### config.mk
export PLATFORM = sky130hd
export DESIGN_NAME = perf_ctrl
export DESIGN_NICKNAME = d
export VERILOG_FILES = /design/src/rtl/perf_pkg.sv /design/src/rtl/perf_counter.sv /design/src/rtl/perf_ctrl.sv
export SDC_FILE = /design/constraint.sdc
export NUM_CORES = 1
export LEC_CHECK = 0
export CAP_MARGIN = 25
export CELL_PAD_IN_SITES_DETAIL_PLACEMENT = 0
export CELL_PAD_IN_SITES_GLOBAL_PLACEMENT = 1
export CORE_UTILIZATION = 40
export DETAILED_ROUTE_END_ITERATION = 10
export PLACE_DENSITY = 0.78
export SLEW_MARGIN = 5
export SYNTH_ARGS = -nofsm -noshare
export SYNTH_HDL_FRONTEND = slang
export SYNTH_SLANG_ARGS = --single-unit
### constraint.sdc
create_clock -name clk_i -period 3.6 [get_ports clk_i]
set_input_delay 0.72 -clock clk_i [delete_from_list [all_inputs] [get_ports clk_i]]
set_output_delay 0.72 -clock clk_i [all_outputs]
set_load 0.01 [all_outputs]
### src/rtl/perf_pkg.sv
// Shared definitions for the performance-counter / run-control block.
// Latency: n/a (package only).
// Backpressure: n/a.
package perf_pkg;

    // Register word offsets, i.e. bus_addr_i[5:2]
    localparam logic [3:0] REG_CTRL    = 4'h0;  // 0x00
    localparam logic [3:0] REG_STATUS  = 4'h1;  // 0x04
    localparam logic [3:0] REG_TOHOST  = 4'h2;  // 0x08
    localparam logic [3:0] REG_CYC_LO  = 4'h4;  // 0x10
    localparam logic [3:0] REG_CYC_HI  = 4'h5;  // 0x14
    localparam logic [3:0] REG_INS_LO  = 4'h6;  // 0x18
    localparam logic [3:0] REG_INS_HI  = 4'h7;  // 0x1C
    localparam logic [3:0] REG_BR_LO   = 4'h8;  // 0x20
    localparam logic [3:0] REG_BR_HI   = 4'h9;  // 0x24
    localparam logic [3:0] REG_MISP_LO = 4'hA;  // 0x28
    localparam logic [3:0] REG_MISP_HI = 4'hB;  // 0x2C

    // CTRL write-data bit positions
    localparam int CTRL_RUN  = 0;
    localparam int CTRL_CLR  = 1;
    localparam int CTRL_SNAP = 2;

    localparam logic [31:0] PASS_CODE_DEF = 32'h0000_0777;

    typedef enum logic [1:0] {
        ST_IDLE = 2'd0,
        ST_RUN  = 2'd1,
        ST_HALT = 2'd2
    } state_e;

    // Picks the lo or hi 32-bit half of a zero-extended counter snapshot.
    function automatic logic [31:0] word_sel(input logic [63:0] v, input logic hi);
        return hi ? v[63:32] : v[31:0];
    endfunction

endpackage

### src/rtl/perf_counter.sv
// One event counter with a live register and a snapshot register.
// Latency: live and snapshot update on the clock edge after the inputs.
// Backpressure: none; counts every qualified event.
//
// Ports: clk_i/rst_i clock and sync reset; en_i counting enable; ev_i event;
//        clr_i zero the live count; snap_i capture into snap_o.
module perf_counter #(
    parameter int CNT_W = 64
) (
    input  logic             clk_i,
    input  logic             rst_i,
    input  logic             en_i,
    input  logic             ev_i,
    input  logic             clr_i,
    input  logic             snap_i,
    output logic [CNT_W-1:0] snap_o
);

    logic [CNT_W-1:0] live_q, live_d;
    logic [CNT_W-1:0] snap_q, snap_d;
    logic [CNT_W-1:0] live_inc;
    logic             bump;

    assign bump     = en_i & ev_i;
    // Natural wrap at 2^CNT_W-1 -> 0; no overflow flag is kept.
    assign live_inc = live_q + {{(CNT_W-1){1'b0}}, bump};

    always_comb begin
        live_d = clr_i ? '0 : live_inc;
        // The snapshot sees this cycle's event but not a clear issued in the
        // same write, so snap+clear captures the pre-clear total.
        snap_d = snap_i ? live_inc : snap_q;
    end

    always_ff @(posedge clk_i) begin
        if (rst_i) begin
            live_q <= '0;
            snap_q <= '0;
        end else begin
            live_q <= live_d;
            snap_q <= snap_d;
        end
    end

    assign snap_o = snap_q;

endmodule

### src/rtl/perf_ctrl.sv
// Memory-mapped performance counters plus run/halt control with TOHOST pass/fail.
// Latency: writes take effect at the next edge; reads return one cycle after bus_rreq_i.
// Backpressure: none; every selected read gets a response strobe the following cycle.
//
// Ports: clk_i/rst_i; bus_addr_i/bus_wvalid_i/bus_wdata_i write side;
//        bus_rreq_i/bus_rdata_o/bus_rvalid_o read side; ev_retire_i/ev_br_i/ev_misp_i
//        event inputs; running_o/done_o/pass_o run status.
// Build option: define PERF_BRANCH_CNT_EN to build the BR and MISP counters.
module perf_ctrl
    import perf_pkg::*;
#(
    parameter int          CNT_W     = 64,
    parameter int          SEL_BIT   = 18,
    parameter logic [31:0] PASS_CODE = PASS_CODE_DEF
) (
    input  logic        clk_i,
    input  logic        rst_i,
    input  logic [31:0] bus_addr_i,
    input  logic        bus_wvalid_i,
    input  logic [31:0] bus_wdata_i,
    input  logic        bus_rreq_i,
    output logic [31:0] bus_rdata_o,
    output logic        bus_rvalid_o,
    input  logic        ev_retire_i,
    input  logic        ev_br_i,
    input  logic        ev_misp_i,
    output logic        running_o,
    output logic        done_o,
    output logic        pass_o
);

    state_e      state_q, state_d;
    logic        pass_q, pass_d;
    logic        rvalid_q, rvalid_d;
    logic [31:0] rdata_q, rdata_d;

    logic        sel;
    logic [3:0]  off;
    logic        ctrl_wr, tohost_wr, rd_req;
    logic        cnt_en, cnt_clr, cnt_snap;
    logic [31:0] rd_word;

    logic [CNT_W-1:0] cyc_snap, ins_snap;

    assign sel       = bus_addr_i[31] & bus_addr_i[SEL_BIT];
    assign off       = bus_addr_i[5:2];
    assign ctrl_wr   = sel & bus_wvalid_i & (off == REG_CTRL);
    assign tohost_wr = sel & bus_wvalid_i & (off == REG_TOHOST);
    assign rd_req    = sel & bus_rreq_i;

    // Counting follows the current state, so the TOHOST-write cycle itself
    // is still counted and counters freeze from the following edge.
    assign cnt_en   = (state_q == ST_RUN);
    assign cnt_clr  = ctrl_wr & bus_wdata_i[CTRL_CLR];
    assign cnt_snap = (ctrl_wr & bus_wdata_i[CTRL_SNAP]) | tohost_wr;

    // ------------------------------------------------------------------
    // Run-control FSM
    // ------------------------------------------------------------------
    always_comb begin
        state_d = state_q;
        pass_d  = pass_q;
        case (state_q)
            ST_IDLE: begin
                if (tohost_wr) begin
                    state_d = ST_HALT;
                    pass_d  = (bus_wdata_i == PASS_CODE);
                end else if (ctrl_wr && bus_wdata_i[CTRL_RUN]) begin
                    state_d = ST_RUN;
                end
            end
            ST_RUN: begin
                // TOHOST outranks a simultaneous CTRL write.
                if (tohost_wr) begin
                    state_d = ST_HALT;
                    pass_d  = (bus_wdata_i == PASS_CODE);
                end else if (ctrl_wr && !bus_wdata_i[CTRL_RUN]) begin
                    state_d = ST_IDLE;
                end
            end
            ST_HALT: begin
                // Sticky until reset; the first TOHOST verdict is kept.
                state_d = ST_HALT;
            end
            default: begin
                state_d = ST_IDLE;
            end
        endcase
    end

    always_ff @(posedge clk_i) begin
        if (rst_i) begin
            state_q <= ST_IDLE;
            pass_q  <= 1'b0;
        end else begin
            state_q <= state_d;
            pass_q  <= pass_d;
        end
    end

    // ------------------------------------------------------------------
    // Counters
    // ------------------------------------------------------------------
    perf_counter #(.CNT_W(CNT_W)) u_cyc (
        .clk_i  (clk_i),
        .rst_i  (rst_i),
        .en_i   (cnt_en),
        .ev_i   (1'b1),
        .clr_i  (cnt_clr),
        .snap_i (cnt_snap),
        .snap_o (cyc_snap)
    );

    perf_counter #(.CNT_W(CNT_W)) u_ins (
        .clk_i  (clk_i),
        .rst_i  (rst_i),
        .en_i   (cnt_en),
        .ev_i   (ev_retire_i),
        .clr_i  (cnt_clr),
        .snap_i (cnt_snap),
        .snap_o (ins_snap)
    );

`ifdef PERF_BRANCH_CNT_EN
    logic [CNT_W-1:0] br_snap, misp_snap;

    perf_counter #(.CNT_W(CNT_W)) u_br (
        .clk_i  (clk_i),
        .rst_i  (rst_i),
        .en_i   (cnt_en),
        .ev_i   (ev_br_i),
        .clr_i  (cnt_clr),
        .snap_i (cnt_snap),
        .snap_o (br_snap)
    );

    // A misprediction only counts when it accompanies a resolved transfer.
    perf_counter #(.CNT_W(CNT_W)) u_misp (
        .clk_i  (clk_i),
        .rst_i  (rst_i),
        .en_i   (cnt_en),
        .ev_i   (ev_br_i & ev_misp_i),
        .clr_i  (cnt_clr),
        .snap_i (cnt_snap),
        .snap_o (misp_snap)
    );
`else
    logic unused_br;
    assign unused_br = ev_br_i ^ ev_misp_i;
`endif

    // Only a handful of address bits take part in decoding.
    logic unused_addr;
    assign unused_addr = ^bus_addr_i;

    // ------------------------------------------------------------------
    // Read path: the mux looks at registered state only, so a same-cycle
    // write is never visible to the read issued alongside it.
    // ------------------------------------------------------------------
    always_comb begin
        rd_word = '0;
        case (off)
            REG_STATUS:  rd_word = {29'b0, pass_q, (state_q == ST_HALT), (state_q == ST_RUN)};
            REG_CYC_LO:  rd_word = word_sel(64'(cyc_snap), 1'b0);
            REG_CYC_HI:  rd_word = word_sel(64'(cyc_snap), 1'b1);
            REG_INS_LO:  rd_word = word_sel(64'(ins_snap), 1'b0);
            REG_INS_HI:  rd_word = word_sel(64'(ins_snap), 1'b1);
`ifdef PERF_BRANCH_CNT_EN
            REG_BR_LO:   rd_word = word_sel(64'(br_snap), 1'b0);
            REG_BR_HI:   rd_word = word_sel(64'(br_snap), 1'b1);
            REG_MISP_LO: rd_word = word_sel(64'(misp_snap), 1'b0);
            REG_MISP_HI: rd_word = word_sel(64'(misp_snap), 1'b1);
`endif
            default:     rd_word = '0;
        endcase
    end

    always_comb begin
        rvalid_d = rd_req;
        rdata_d  = rd_req ? rd_word : 32'h0;
    end

    always_ff @(posedge clk_i) begin
        if (rst_i) begin
            rvalid_q <= 1'b0;
            rdata_q  <= '0;
        end else begin
            rvalid_q <= rvalid_d;
            rdata_q  <= rdata_d;
        end
    end

    assign bus_rvalid_o = rvalid_q;
    assign bus_rdata_o  = rdata_q;
    assign running_o    = (state_q == ST_RUN);
    assign done_o       = (state_q == ST_HALT);
    assign pass_o       = pass_q;

endmodule

==> results.sh, run 1 <==
export IMPL_drt_first_iter_violations=899
export IMPL_wire_per_inst_um=19.6
export IMPL_setup_viol=0
export IMPL_gp_congestion=0.915
export IMPL_synth_distinct_cells=53
export IMPL_io_buffers=78
export IMPL_fin_crit_sh=0.953
export IMPL_postCtsSetupBuffers=0
export IMPL_vias=11200
export IMPL_dp_hpwl_mm=27.5
export IMPL_nets=1597
export IMPL_cts_buffers=30
export IMPL_synth_top_area_frac=0.457
export IMPL_synthTopCellsByCount="dfxtp_1 (292), nor2_1 (262), nand2_1 (87)"
export IMPL_insertion_delay_ns=0.56
export IMPL_viasPerCell=5.76
export IMPL_cts_htree_levels=1
export IMPL_synth_edf_count=0
export IMPL_ys_seq_elements=292
export IMPL_cts_tree="built"
export IMPL_hold_buffers=0
export IMPL_critPathArrivalTime_ns=3.89
export IMPL_min_path_type="flip-flop to flip-flop"
export IMPL_crit_chain="nor2b_1, ha_1, ha_1, and3_1, nand3_1, or4_1, or4_1, a311oi_1"
export IMPL_fin_ws_ns=0.171
export IMPL_root_buffer="clkbuf_16"
export IMPL_drive_gt1_frac=0.0770
export IMPL_tightestPinTransition_ns=0.828
export IMPL_status="complete, no violations"
export IMPL_slew_headroom=0.444
export IMPL_synthesis_area_um2=12800
export IMPL_wirelength_mm=38.3
export IMPL_cp_end_kind="flip-flop"
export IMPL_p_leak_uw=0.00464
export IMPL_synth_main_ff_cell="dfxtp_1"
export IMPL_drc_errors=0
export IMPL_startpoint_type="flip-flop"
export IMPL_tns_ns=0
export IMPL_grt_util_met2=0.371
export IMPL_ctsResizeCount=0
export IMPL_max_stage_delay_ns=0.71
export IMPL_critical_path_class="flip-flop to flip-flop"
export IMPL_required_ns=4.06
export IMPL_dieArea_um2=32700
export IMPL_pre_cts_ws_ns=0.0807
export IMPL_clk_pin_slew_worst_paths_ns=0.06
export IMPL_skew_ns=0.0121
export IMPL_die_w_um=181
export IMPL_fill_cells=3051
export IMPL_layoutNonFillerInstCount=1947
export IMPL_cp_num_buf_inv=0
export IMPL_start_util=0.407
export IMPL_cp_max_fo=6
export IMPL_ant_nets=0
export IMPL_first_pass_iters=5
export IMPL_critical_path_top_delay_family="simple AND/OR/NAND/NOR gates"
export IMPL_core_region_area_um2=31500
export IMPL_maxCapViolations=0
export IMPL_async_flop_share=0
export IMPL_synth_avg_cell_area_um2=8.68
export IMPL_fp_dieH_um=181
export IMPL_fmax_mhz=292
export IMPL_timing_final_crit_period_ns=3.43
export IMPL_n_antenna_cell=0
export IMPL_placementRows=65
export IMPL_syn_inst=1474
export IMPL_grt_pass1_vias=10500
export IMPL_timing_hold_ws_ns=0.457
export IMPL_synth_nets=1549
export IMPL_dpl_cell_count=1892
export IMPL_grt_max_degree=119
export IMPL_grt_busiest_layer="met2"
export IMPL_synth_most_common_cell="dfxtp_1"
export IMPL_p_per_area_nw_per_um2=446
export IMPL_grt_pass1_wl_mm=59.4
export IMPL_ios=107
export IMPL_slew_viol_final=0
export IMPL_hold_viol=0
export IMPL_rsz0062_at_grt="no"
export IMPL_synth_area_leader_cell="dfxtp_1"
export IMPL_grt_use_total=0.229
export IMPL_ir_worst_vdd_v=0.000337
export IMPL_cts_sinks=292
export IMPL_postLayoutCoreUtil=0.479
export IMPL_grt_ovfl_total=0
export IMPL_met3_usage=0.0357
export IMPL_antenna_found_initial=0
export IMPL_grtUsageMet1=0.314
export IMPL_ys_warn_count=0
export IMPL_cp_slowest_cell="or4_1"
export IMPL_syn_to_final_growth_pct=17.7
export IMPL_ys_top_cells_by_area="dfxtp_1 (46%), nor2_1 (7.7%), a211oi_1 (4.8%), xnor2_1 (3.0%), a311oi_1 (2.9%)"
export IMPL_synth_seq_area_share=0.457
export IMPL_clockBufferDepth=3
flip-flops by register name, summed over array words and instances (netlist names):
signal and flops:
state_q 2, bus_rdata_o 32, pass_o 1, u_ins.snap_o 64, u_ins.live_q 64, u_cyc.live_q 64
u_cyc.snap_o 64, bus_rvalid_o 1
through the flow:
step | instance area, um^2 | total power (uW)
after floorplan | 12800 | 3440
after global placement | 14000 | 3540
final | 15100 | 6720
after CTS | 15100 | 6770
after global routing | 15100 | 6910
after detailed placement | 14000 | 3540
cell families after synthesis:
logic type | Yosys count | share of synthesized area
AND/OR/NAND/NOR | 671 | 0.268
XOR/XNOR | 82 | 0.0561
buffers and inverters | 107 | 0.0362
adder cells (fa/ha/maj) | 4 | 0.00391
multiplexers | 36 | 0.0285
flip-flops | 292 | 0.457
AO/OA/AOI/OAI | 282 | 0.151
metal layers:
metal	wire length [um]	part of all wire
met1	17600	0.46
met2	17200	0.45
met3	2390	0.062
met4	1020	0.027
met5	0	0
layout by cell type (no fill, tap or decap), types with 6 or more instances in the layout:
master	count
xnor2_1	44
nor2_1	262
o31ai_1	28
dfxtp_1	292
inv_1	10
buf_12	7
buf_4	29
xor2_1	38
o21ai_0	42
or3_1	13
a211oi_1	82
nor4_1	31
a311oi_1	42
nand2_1	87
nand3_1	71
mux2i_1	33
clkdlybuf4s50_1	76
nor3_1	29
or4_1	26
nand4_1	50
a21oi_1	54
a22oi_1	29
or4_4	6
and4_1	11
clkbuf_16	31
nand4b_1	10
and3_1	26
clkbuf_8	7
and2_1	14
worst paths after layout:
kind | startpoint | end | slack (ns) | cells after the start
setup / recovery | state_q[0] | u_cyc.snap_o[62] | 0.17 | 8
hold / removal | u_cyc.snap_o[0] | u_cyc.snap_o[0] | 0.46 | 2
setup reg to reg | state_q[0] | u_cyc.snap_o[62] | 0.17 | 8
hold reg to reg | u_cyc.snap_o[0] | u_cyc.snap_o[0] | 0.46 | 2
power by group:
| part | switching (uW) | total (uW) | leakage, uW | internal (uW) |
|---|---|---|---|---|
| Clock | 1320 | 3260 | 0.000509 | 1930 |
| Sequential | 10.2 | 3260 | 0.00235 | 3250 |
| Combinational | 127 | 209 | 0.00178 | 82.9 |
| Total | 1460 | 6720 | 0.00464 | 5260 |
area by class of cell:
| class | count | area [um^2] | share of cell area |
|---|---|---|---|
| Inverter | 10 | 37.5 | 0.00249 |
| Multi-Input combinational cell | 1075 | 6510 | 0.432 |
| Sequential cell | 292 | 5850 | 0.388 |
| Clock buffer | 43 | 891 | 0.0591 |
| Timing Repair Buffer | 113 | 1120 | 0.0746 |
| Clock inverter | 12 | 151 | 0.0101 |
| Tap cell | 402 | 503 | 0.0334 |
worst min-delay path, cell delays in order (launching register included):
cell     delay [ns]
dfxtp_1        0.31
nand2_1        0.05
a21oi_1        0.05
Power figures use the tool's default switching activity.
==> run 2, diff against run 1 <==
Settings changed: MAX_ROUTING_LAYER set to met4, SLEW_MARGIN 5 to 20, SYNTH_HIERARCHICAL set to 1.
==> run 2 against run 1 <==
Sequential power about the same. Area after synthesis down 2.6%. Synthesized cell count shrank 4.4%. Largest power group is now the clock network.
==> results.sh, run 2 <==
export IMPL_status="complete, no violations"
export IMPL_reg2reg_depth=9
export IMPL_gp_congestion=0.879
export IMPL_slew_headroom=0.462
export IMPL_hold_buffers=0
export IMPL_critPathArrivalTime_ns=3.77
export IMPL_cts_tree="built"
export IMPL_fp_dieH_um=179
export IMPL_synth_seq_area_share=0.469
export IMPL_synth_main_ff_cell="dfxtp_1"
export IMPL_critical_path_class="flip-flop to flip-flop"
export IMPL_p_sw_uw=1440
export IMPL_fin_ws_ns=0.283
export IMPL_setup_viol=0
export IMPL_ys_seq_elements=292
export IMPL_p_leak_uw=0.00457
export IMPL_grt_max_degree=72
export IMPL_synth_area_leader_cell="dfxtp_1"
export IMPL_insertion_delay_ns=0.56
export IMPL_rsz0062_at_grt="no"
export IMPL_viasPerCell=5.61
export IMPL_tightestPinTransition_ns=0.807
export IMPL_grt_ovfl_total=0
export IMPL_r2r_start="state_q[0]"
export IMPL_max_stage_delay_ns=0.75
export IMPL_vias=10500
export IMPL_root_buffer="clkbuf_16"
export IMPL_ys_top_cells_by_area="dfxtp_1 (47%), nor2_1 (7.2%), a211oi_1 (5.7%), xnor2_1 (4.8%), mux2_2 (2.8%)"
export IMPL_n_antenna_cell=0
export IMPL_syn_inst=1409
export IMPL_p_per_area_nw_per_um2=467
export IMPL_wirelength_mm=35.6
export IMPL_slew_viol_final=0
export IMPL_fin_crit_sh=0.921
export IMPL_cp_end_kind="flip-flop"
export IMPL_ant_nets=0
export IMPL_r2r_end="u_cyc/snap_o[50]"
export IMPL_skew_ns=0.0195
export IMPL_drc_errors=0
export IMPL_grt_pass1_vias=9830
export IMPL_worstHoldStart="u_ins/snap_o[38]"
export IMPL_start_util=0.407
export IMPL_synth_avg_cell_area_um2=8.85
export IMPL_cp_slowest_cell="or4_1"
export IMPL_async_flop_share=0
export IMPL_postLayoutCoreUtil=0.486
export IMPL_dieArea_um2=31900
export IMPL_regToRegSetupSlack_ns=0.28
export IMPL_synth_most_common_cell="dfxtp_1"
export IMPL_core_region_area_um2=30600
export IMPL_min_to="bus_rdata_o[6]"
export IMPL_drt_first_iter_violations=858
export IMPL_clk_pin_slew_worst_paths_ns=0.06
export IMPL_io_buffers=78
export IMPL_critical_path_top_delay_family="simple AND/OR/NAND/NOR gates"
export IMPL_required_ns=4.05
export IMPL_internal_power_uw=5510
export IMPL_die_w_um=179
export IMPL_synth_distinct_cells=52
export IMPL_hold_viol=0
export IMPL_ys_warn_count=6
export IMPL_grt_use_total=0.229
export IMPL_synth_nets=1484
export IMPL_syn_to_final_growth_pct=19.3
export IMPL_dpl_cell_count=1820
export IMPL_synth_top_area_frac=0.469
export IMPL_pre_cts_ws_ns=0.0248
export IMPL_ctsResizeCount=0
export IMPL_placementRows=64
export IMPL_startpoint_type="flip-flop"
export IMPL_layoutNonFillerInstCount=1879
export IMPL_antenna_found_initial=0
export IMPL_fmax_mhz=302
export IMPL_synth_edf_count=0
export IMPL_drive_gt1_frac=0.0991
export IMPL_first_pass_iters=5
export IMPL_final_cell_mix="dfxtp_1 (292), nor2_1 (239), a211oi_1 (95), nand2_1 (81), clkdlybuf4s50_1 (76)"
export IMPL_seqPwrFrac=0.469
export IMPL_synthesis_area_um2=12500
export IMPL_cts_buffers=31
export IMPL_cts_sinks=292
export IMPL_timing_final_crit_period_ns=3.32
export IMPL_p_clk_frac=0.504
export IMPL_wire_per_inst_um=19.0
export IMPL_ios=107
export IMPL_p_sw_frac=0.207
export IMPL_synthTopCellsByCount="dfxtp_1 (292), nor2_1 (240), a211oi_1 (95)"
export IMPL_cp_max_fo=7
export IMPL_whs_path_depth=2
export IMPL_final_common_cell="dfxtp_1"
export IMPL_postCtsSetupBuffers=0
export IMPL_grt_pass1_wl_mm=55.4
export IMPL_combinationalPowerShare=0.028
export IMPL_ir_worst_vdd_v=0.000490
export IMPL_min_path_type="flip-flop to flip-flop"
export IMPL_tns_ns=0
export IMPL_dp_hpwl_mm=25.3
export IMPL_nets=1533
export IMPL_crit_chain="nor2b_1, and2_1, ha_1, ha_1, and4_1, nand2_1, or4_1, or4_1, a311oi_1"
export IMPL_path_depth=9
export IMPL_cts_htree_levels=1
export IMPL_cp_num_buf_inv=0
export IMPL_maxCapViolations=0
export IMPL_clockBufferDepth=3
==> run 2: logic make-up after synthesis <==
logic type | count (synthesis) | share of synthesized area
compound gates | 254 | 0.140
mux | 36 | 0.0321
fa+ha+maj | 4 | 0.00402
xor+xnor | 94 | 0.0661
buf+inv | 117 | 0.0383
simple gates | 611 | 0.250
flops | 292 | 0.469
other cells | 1 | 0.000301
==> run 2: power by group through the flow <==
stage | registers (uW) | logic [uW] | clock network (uW)
finish | 3250 | 192 | 3500
global route | 3250 | 207 | 3690
CTS | 3250 | 193 | 3550
detailed placement | 3330 | 193 | 0
global placement | 3330 | 192 | 0
floorplan | 3320 | 103 | 0
==> run 2: tightest hold or removal path, delay by kind of cell, from the launching register on <==
| kind | cells | cell delay (ns) |
|---|---|---|
| AO/OA/AOI/OAI | 1 | 0.05 |
| AND/OR/NAND/NOR | 1 | 0.05 |
| flip-flops | 1 | 0.31 |
==> run 2: metrics by stage <==
| step | cell area [um^2] | hold slack (ns) | power (uW) |
|---|---|---|---|
| 2_1_floorplan | 12500 | 0.432 | 3430 |
| 3_3_place_gp | 13700 | 0.445 | 3520 |
| 3_5_place_dp | 13700 | 0.445 | 3520 |
| 4_1_cts | 14900 | 0.457 | 7000 |
| 5_1_grt | 14900 | 0.475 | 7150 |
| 6_report | 14900 | 0.458 | 6940 |
==> run 2: layout make-up <==
type	instances	area [um^2]
clock buffers	45	948
clock inverters	13	200
fillers	2940	15700
inverters	13	48.8
multi-input cells	1000	6160
flip-flops and latches	292	5850
well taps	396	495
repair buffers	120	1170
==> run 2: worst max-delay path by stage <==
stage                start                to  slack [ns]
5_1_grt         state_q[0]  u_cyc/snap_o[57]        0.12
6_report        state_q[0]  u_cyc/snap_o[50]        0.28
3_3_place_gp   ev_retire_i  u_ins/snap_o[50]        0.04
2_1_floorplan  ev_retire_i  u_ins/snap_o[55]        0.58
3_5_place_dp   ev_retire_i  u_ins/snap_o[50]        0.02
4_1_cts         state_q[0]  u_cyc/snap_o[55]        0.30
==> run 2: metal layers <==
| metal | wire length [um] | vias up | GRT usage | share of wire |
|---|---|---|---|---|
| li1 | - | 5217 | - | - |
| met1 | 16700 | 5052 | 0.311 | 0.47 |
| met2 | 16700 | 215 | 0.362 | 0.47 |
| met3 | 1320 | 56 | 0.0230 | 0.037 |
| met4 | 939 | 0 | 0.0629 | 0.026 |
| met5 | 0 | - | - | 0 |
